==> config.mk <==
export PLATFORM = sky130hd
export DESIGN_NAME = ps2_host_tx
export DESIGN_NICKNAME = d
export VERILOG_FILES = /design/src/rtl/ps2_host_tx.sv
export SDC_FILE = /design/constraint.sdc
export NUM_CORES = 1
export LEC_CHECK = 0
export BUFFER_PORTS_ARGS = -buffer_cell sky130_fd_sc_hd__buf_4
export CAP_MARGIN = 30
export CORE_ASPECT_RATIO = 0.7
export CORE_MARGIN = 10
export CORE_UTILIZATION = 60
export DETAILED_ROUTE_END_ITERATION = 8
export GPL_TIMING_DRIVEN = 0
export PLACE_DENSITY_LB_ADDON = 0.15
export SYNTH_ARGS = -nofsm -noshare
export SYNTH_HDL_FRONTEND = slang
export SYNTH_SLANG_ARGS = --single-unit
export TNS_END_PERCENT = 100
==> constraint.sdc <==
create_clock -name clk -period 4.35 [get_ports clk]
set_input_delay 0.6525 -clock clk [delete_from_list [all_inputs] [get_ports clk]]
set_output_delay 0.6525 -clock clk [all_outputs]
set_load 0.05 [all_outputs]
==> src/rtl/ps2_host_tx.sv <==
`default_nettype none
// ============================================================================
// ps2_host_tx : PS/2 host-to-device byte transmitter (open-drain clk/data).
// Optional macro PS2_TX_TIMEOUT_EN adds a bus-stall timeout.  Rev 1.0
// ============================================================================
module ps2_host_tx #(
  parameter int INHIBIT_CYCLES = 5000,
  parameter int TIMEOUT_CYCLES = 750000
) (
  input  logic       clk,
  input  logic       clrn,
  input  logic [7:0] tx_data,
  input  logic       tx_start,
  input  logic       ps2_clk_in,
  input  logic       ps2_data_in,
  output logic       ps2_clk_oe,
  output logic       ps2_data_oe,
  output logic       busy,
  output logic       done,
  output logic       ack_err
);

  localparam int IW = (INHIBIT_CYCLES > 2) ? $clog2(INHIBIT_CYCLES) : 1;

  if (INHIBIT_CYCLES < 2 || TIMEOUT_CYCLES < 1) begin : g_param_check
    $error("ps2_host_tx: INHIBIT_CYCLES must be >= 2 and TIMEOUT_CYCLES >= 1");
  end

  typedef enum logic [2:0] {
    IDLE      = 3'd0,
    INHIBIT   = 3'd1,
    REQ       = 3'd2,
    SEND      = 3'd3,
    ACK       = 3'd4,
    WAIT_IDLE = 3'd5,
    FIN       = 3'd6
  } state_t;

  state_t        state, state_nx;
  logic [7:0]    data_q, data_nx;
  logic          parity_q, parity_nx;
  logic [3:0]    bit_cnt, bit_nx;
  logic [IW-1:0] inh_cnt, inh_nx;
  logic          clk_oe_nx, data_oe_nx, busy_nx, done_nx, ack_err_nx;

  // Two-flop synchronizers; a third clock flop gives the falling-edge flag.
  logic clk_meta, clk_sync, clk_sync_d;
  logic data_meta, data_sync;
  logic clk_fall;

  assign clk_fall = clk_sync_d & ~clk_sync;

`ifdef PS2_TX_TIMEOUT_EN
  localparam int TW = (TIMEOUT_CYCLES > 2) ? $clog2(TIMEOUT_CYCLES) : 1;
  logic [TW-1:0] to_cnt, to_nx;
`endif

  always_ff @(posedge clk or negedge clrn) begin
    if (!clrn) begin
      clk_meta   <= 1'b1;
      clk_sync   <= 1'b1;
      clk_sync_d <= 1'b1;
      data_meta  <= 1'b1;
      data_sync  <= 1'b1;
    end else begin
      clk_meta   <= ps2_clk_in;
      clk_sync   <= clk_meta;
      clk_sync_d <= clk_sync;
      data_meta  <= ps2_data_in;
      data_sync  <= data_meta;
    end
  end

  always_ff @(posedge clk or negedge clrn) begin
    if (!clrn) begin
      state       <= IDLE;
      data_q      <= '0;
      parity_q    <= 1'b0;
      bit_cnt     <= '0;
      inh_cnt     <= '0;
      ps2_clk_oe  <= 1'b0;
      ps2_data_oe <= 1'b0;
      busy        <= 1'b0;
      done        <= 1'b0;
      ack_err     <= 1'b0;
`ifdef PS2_TX_TIMEOUT_EN
      to_cnt      <= '0;
`endif
    end else begin
      state       <= state_nx;
      data_q      <= data_nx;
      parity_q    <= parity_nx;
      bit_cnt     <= bit_nx;
      inh_cnt     <= inh_nx;
      ps2_clk_oe  <= clk_oe_nx;
      ps2_data_oe <= data_oe_nx;
      busy        <= busy_nx;
      done        <= done_nx;
      ack_err     <= ack_err_nx;
`ifdef PS2_TX_TIMEOUT_EN
      to_cnt      <= to_nx;
`endif
    end
  end

  always_comb begin
    state_nx   = state;
    data_nx    = data_q;
    parity_nx  = parity_q;
    bit_nx     = bit_cnt;
    inh_nx     = inh_cnt;
    clk_oe_nx  = ps2_clk_oe;
    data_oe_nx = ps2_data_oe;
    busy_nx    = busy;
    ack_err_nx = ack_err;
`ifdef PS2_TX_TIMEOUT_EN
    to_nx      = to_cnt;
`endif
    case (state)
      IDLE: begin
        if (tx_start) begin
          state_nx   = INHIBIT;
          data_nx    = tx_data;
          parity_nx  = ~^tx_data;
          inh_nx     = '0;
          clk_oe_nx  = 1'b1;
          data_oe_nx = 1'b0;
          busy_nx    = 1'b1;
          ack_err_nx = 1'b0;
        end
      end
      INHIBIT: begin
        if (inh_cnt == IW'(INHIBIT_CYCLES - 1)) begin
          state_nx   = REQ;
          data_oe_nx = 1'b1;
        end else begin
          inh_nx = inh_cnt + 1'b1;
        end
      end
      REQ: begin
        state_nx  = SEND;
        clk_oe_nx = 1'b0;
        bit_nx    = '0;
`ifdef PS2_TX_TIMEOUT_EN
        to_nx     = '0;
`endif
      end
      SEND: begin
        if (clk_fall) begin
          bit_nx = bit_cnt + 1'b1;
          if (bit_cnt < 4'd8) begin
            data_oe_nx = ~data_q[bit_cnt[2:0]];
          end else if (bit_cnt == 4'd8) begin
            data_oe_nx = ~parity_q;
          end else begin
            data_oe_nx = 1'b0;
            state_nx   = ACK;
          end
        end
      end
      ACK: begin
        if (clk_fall) begin
          ack_err_nx = data_sync;
          state_nx   = WAIT_IDLE;
        end
      end
      WAIT_IDLE: begin
        if (clk_sync && data_sync) state_nx = FIN;
      end
      FIN: begin
        busy_nx  = 1'b0;
        state_nx = IDLE;
      end
      default: state_nx = IDLE;
    endcase
`ifdef PS2_TX_TIMEOUT_EN
    // A stalled device: abandon the frame, free the bus and report an error.
    if (state == SEND || state == ACK || state == WAIT_IDLE) begin
      if (to_cnt == TW'(TIMEOUT_CYCLES - 1)) begin
        state_nx   = FIN;
        clk_oe_nx  = 1'b0;
        data_oe_nx = 1'b0;
        ack_err_nx = 1'b1;
      end else begin
        to_nx = to_cnt + 1'b1;
      end
    end
`endif
    done_nx = (state_nx == FIN);
  end

endmodule
`default_nettype wire

Word level (Yosys, flattened, before mapping)
Index checks and enable logic that the tools add are counted.

Input bits: 13. Output and inout bits: 5. Register bits: 39. Logic and storage cells: 79.

$lt $le $gt $ge: 2. Mux-type cells: 26. Bitwise gates (word level): 4. Equal/unequal tests: 14. Reductions and logical operators: 16. Add/subtract/negate cells: 2.

Operators with widths (count): 13-bit two-way mux (2); 13-bit one-hot mux with 2 select lines (1); 3-bit two-way mux (7); 3-bit one-hot mux with 6 select lines (1); 13-bit by 1-bit adder with 13-bit output, second input constant (1); 13-bit equality test, second input constant (1); 3-bit equality test, second input constant (4); 2-bit != test, second input constant (5); 2-bit nonzero test (5); 1-bit two-way mux (8); 4-bit one-hot mux with 2 select lines (1); 2-bit AND reduction (4); 8-bit XNOR reduction (1); 3-bit by 2-bit equality test with 1-bit output, second input constant (2); 1-bit one-hot mux with 2 select lines (3); 3-bit AND reduction (2); 4-bit by 1-bit adder with 4-bit output, second input constant (1); 4-bit equality test, second input constant (1); 3-bit by 4-bit < comparator with 1-bit output, second input constant (1); 4-bit < comparator, second input constant (1); 4-bit two-way mux (1); 4-bit AND reduction (1); 1-bit binary-select mux with 3-bit select (1); 3-bit by 1-bit equality test with 1-bit output, second input constant (1); 6 further kinds (8).

Logic depth before layout (Yosys ltp)
Depth in word-level cells: 6. Mapped depth: 8. Gate-level depth less buffers: 7.

Worst setup path before layout
Ideal clock, no wire load.

Kind: input to register. Start: input port tx_start. End: register inh_cnt[10]. Required time: 4.218 ns. Setup time: 0.132 ns. Arrival time: 1.383 ns. Buffers on the path: 1. Stages on the path: 3. Setup slack: 2.835 ns. Path through: nor4b_4 -> clkbuf_1 -> nor2_1.

Cells in the longest elaborated chain, start to end: 2.

Ends and longest elaborated chain: from (decl) (line 13) `input logic tx_start,`; 2-bit != test (no source line); 3-bit AND reduction (no source line); to (signal assigned) (line 94) `inh_cnt <= inh_nx;`; to (decl) (line 43) `logic [IW-1:0] inh_cnt, inh_nx;`.

Every way passes these cells. A chain may end at the register's enable or synchronous reset.

Worst setup path after layout
Start: register state[0]. End: register inh_cnt[5].

Cells in the longest elaborated chain, start to end: 3. Elaborated cells between the ends (all ways): 7. Those cells by class: eq/ne: 3; mux: 1; reduce/logical: 3.

Ends and longest elaborated chain: from (decl) (line 39) `state_t state, state_nx;`; from (signal assigned) (line 90) `state <= state_nx;`; 3-bit by 1-bit equality test with 1-bit output / 3-bit logical NOT (equally long branches) (line 119) `case (state)`; 2-bit != test (no source line) / 2-bit nonzero test (equally long branches); 3-bit AND reduction (no source line).

Several ways; a longest one is shown, not always the timed one.

==> reports/results.ini <==
[routing]
first_pass_iters=4
ant_nets=0
routed_via_density=5.705
num_vias=1489
wl_per_cell_um=15.23
drc_errors=0
drtIter0Drc=119
wirelength_mm=3.975

[critical_path]
startpoint_type=register
critical_path_required_ns=4.52
critPathCapture=inh_cnt[5]
end_kind=register
arrival_ns=1.99
crit_path_top_delay_cell=nor4b_4
slowest_delay_ns=0.55
r2r-end=inh_cnt[5]
cp_max_fo=10
crit_chain=buf_2 > nor4b_4 > clkbuf_1 > nor2_1
reg2regPathDepth=4
startpoint=state[0]
reg2reg_from=state[0]
path_class=reg -> reg
rrSetupSlack_ns=2.53

[cts]
cts_resized=0
cts_tree=yes
cts_setup_buffers=0
numCtsBuffers=5
clkLatencyLatePin_ns=0.30
cts_max_path_buffers=2
cts_root_buf=clkbuf_8
htreeDepth=2
cts_hold_buf=0
clk_pin_slew_ns=0.08
clock-sinks=39

[logic_synthesis]
synth_top_cell_by_area=dfrtp_1
synth_cells=198
ys_seq_area_share_pct=50.19
synth_cell_type_count=38
post-synth-top-area-fraction_pct=43.48
synth.cell_area_um2=1957
synth-seq-cells=39
syn_avg_cell_area_um2=9.883
yosysWarnings=0
syn_nets=214
synth_area_leaders=dfrtp_1 43%, nand2_1 8.1%, dfstp_2 6.7%

[sta]
holdWs_ns=0.2929
timing.fmax_ghz=0.5496
fin_tns_setup_ns=0
maxSlewViolCount=0
tightest_slew_ns=0.6123
setup_violations=0
relSlewSlack_pct=59.01
skew_ns=0.004014
rsz0062_at_grt=false
fin_crit_sh_pct=41.82
final.min_clock_period_ns=1.819
hold_viol=0

[die]
fp-row-count=17
coreArea_um2=3148
io_pins=18
dieArea_um2=5982
initial_utilization_pct=62.16
dieHeight_um=67.78
die_w_um=88.26

[layout]
drive_gt1_share_pct=19.73
fillCellCount=238
num_antenna_cells=0
fin_area_um2=2245
final_nets=238
area_delta_synth_final_pct=14.71

[power]
power_frac_comb_pct=28.5
intPower_mw=0.8063
leakage_nw=0.9964
p_sw_mw=0.4399
p_sw_share_pct=35.30
vdd_drop_max_mv=0.3039
power_frac_seq_pct=46.7
powerDensity_nw_per_um2=555.2
pwr-share-clk_pct=24.8

[run]
max_cap_viol_count=0

[place]
gp_congestion=0.8391
dpl_cell_area_um2=2132
dpl.hpwl_mm=2.832
port_buffers=17

[global_routing]
grt_max_degree=40
grt_first_pass_wirelength_mm=7.065
antenna_found_initial=0
track_usage_pct=15.44
overflow=0
grt_pass1_vias=1561

[hold_path]
min_path_type=in -> async

[run_status]
outcome=completed

## flip-flops by register name (all words and copies together) (netlist names)
signal and flops:
state 3, ack_err 1, bit_cnt 4, parity_q 1, busy 1, clk_meta 1, ps2_clk_oe 1, data_meta 1
inh_cnt 13, clk_sync 1, data_q 8, done 1, data_sync 1, ps2_data_oe 1, clk_sync_d 1
## cells by family (layout without fill, tap and decap cells)
group	count (synthesis)	in the layout	synth area share [%]
flops	39	39	50.19
fa+ha+maj	3	3	1.918
compound gates	29	29	9.783
xor+xnor	16	16	7.161
buf+inv	13	38	3.452
mux	5	5	2.877
simple gates	93	93	24.62
## routing by layer
| metal | track usage (%) | vias up | wire length [µm] |
|---|---|---|---|
| li1 | - | 722 | - |
| met1 | 19.42 | 724 | 1922 |
| met2 | 22.73 | 35 | 1718 |
| met3 | 6.250 | 8 | 260 |
| met4 | 7.430 | 0 | 74 |
| met5 | 0 | - | 0 |
## Yosys cell counts (all sizes together)
cell type / number
or3: 3
mux2i: 3
o2bb2ai: 1
mux2: 2
xnor2: 7
nor3: 5
nor2b: 1
buf: 5
and2: 1
nor4: 1
or2b: 1
nor4b: 1
nor2: 12
a22o: 2
nand3b: 1
dfstp: 5
dfrtp: 34
o21ai: 14
a21oi: 6
nand2: 42
nand3: 11
and3: 4
clkbuf: 3
and4: 1
o21bai: 2
nand4: 5
nor3b: 3
o2111ai: 2
o31a: 1
a41oi: 1
ha: 3
nand2b: 1
xor2: 9
inv: 5
## critical path, delay by kind of cell, from the launching register on
kind | cells | cell delay (ns)
buffers and inverters | 2 | 0.63
and+or+nand+nor | 2 | 0.66
DFF | 1 | 0.39
## power groups by stage
stage               sequential (mW)  clock, mW  combinational (mW)
detailed placement            0.586          0               0.356
finish                        0.582      0.309               0.356
global placement              0.574          0               0.337
global route                  0.593      0.330               0.412
CTS                           0.579      0.311               0.359
floorplan                     0.577          0               0.256
## final cells by class
class	count	area [µm²]	area share (%)
Buffer	8	48.80	2.174
Clock buffer	5	68.82	3.066
Clock inverter	3	43.79	1.951
Inverter	5	18.77	0.8361
Multi-Input combinational cell	146	907.1	40.41
Sequential cell	39	982.2	43.76
Tap cell	38	47.55	2.118
Timing Repair Buffer	17	127.6	5.686
## how the worst min path moves through the flow
stage / start / endpoint / cells past startpoint
2_1_floorplan: clk_meta / clk_sync / 0
3_3_place_gp: clk_meta / clk_sync / 0
3_5_place_dp: clk_meta / clk_sync / 0
4_1_cts: clrn / inh_cnt[0] / 1
5_1_grt: clrn / ps2_data_oe / 1
6_report: clrn / bit_cnt[2] / 1
## cell usage in the layout, fill, tap and decap left out, types with 2 or more instances in the layout
cell type and count:
nand2_1 42, dfrtp_1 34, buf_4 17, o21ai_0 14, nor2_1 12, nand3_1 11, xor2_1 9, xnor2_1 7
a21oi_1 6, inv_1 5, nor3_1 5, dfstp_2 5, clkbuf_8 5, and3_1 4, nand4_1 4, buf_2 3
clkbuf_1 3, mux2i_1 3, or3_1 3, ha_1 3, buf_6 2, nor3b_1 2, o21bai_1 2, o2111ai_1 2
a22o_1 2
## per-stage QoR
stage / std cells / power (mW) / util (%) / setup slack [ns]
6_report: 261 / 1.246 / 71.30 / 2.531
5_1_grt: 261 / 1.336 / 71.30 / 2.354
4_1_cts: 261 / 1.250 / 71.30 / 2.556
3_5_place_dp: 253 / 0.9414 / 67.73 / 2.386
3_3_place_gp: 253 / 0.9105 / 67.73 / 2.455
2_1_floorplan: 198 / 0.8325 / - / 2.835
Note: power is estimated with default switching activity, not from simulation.
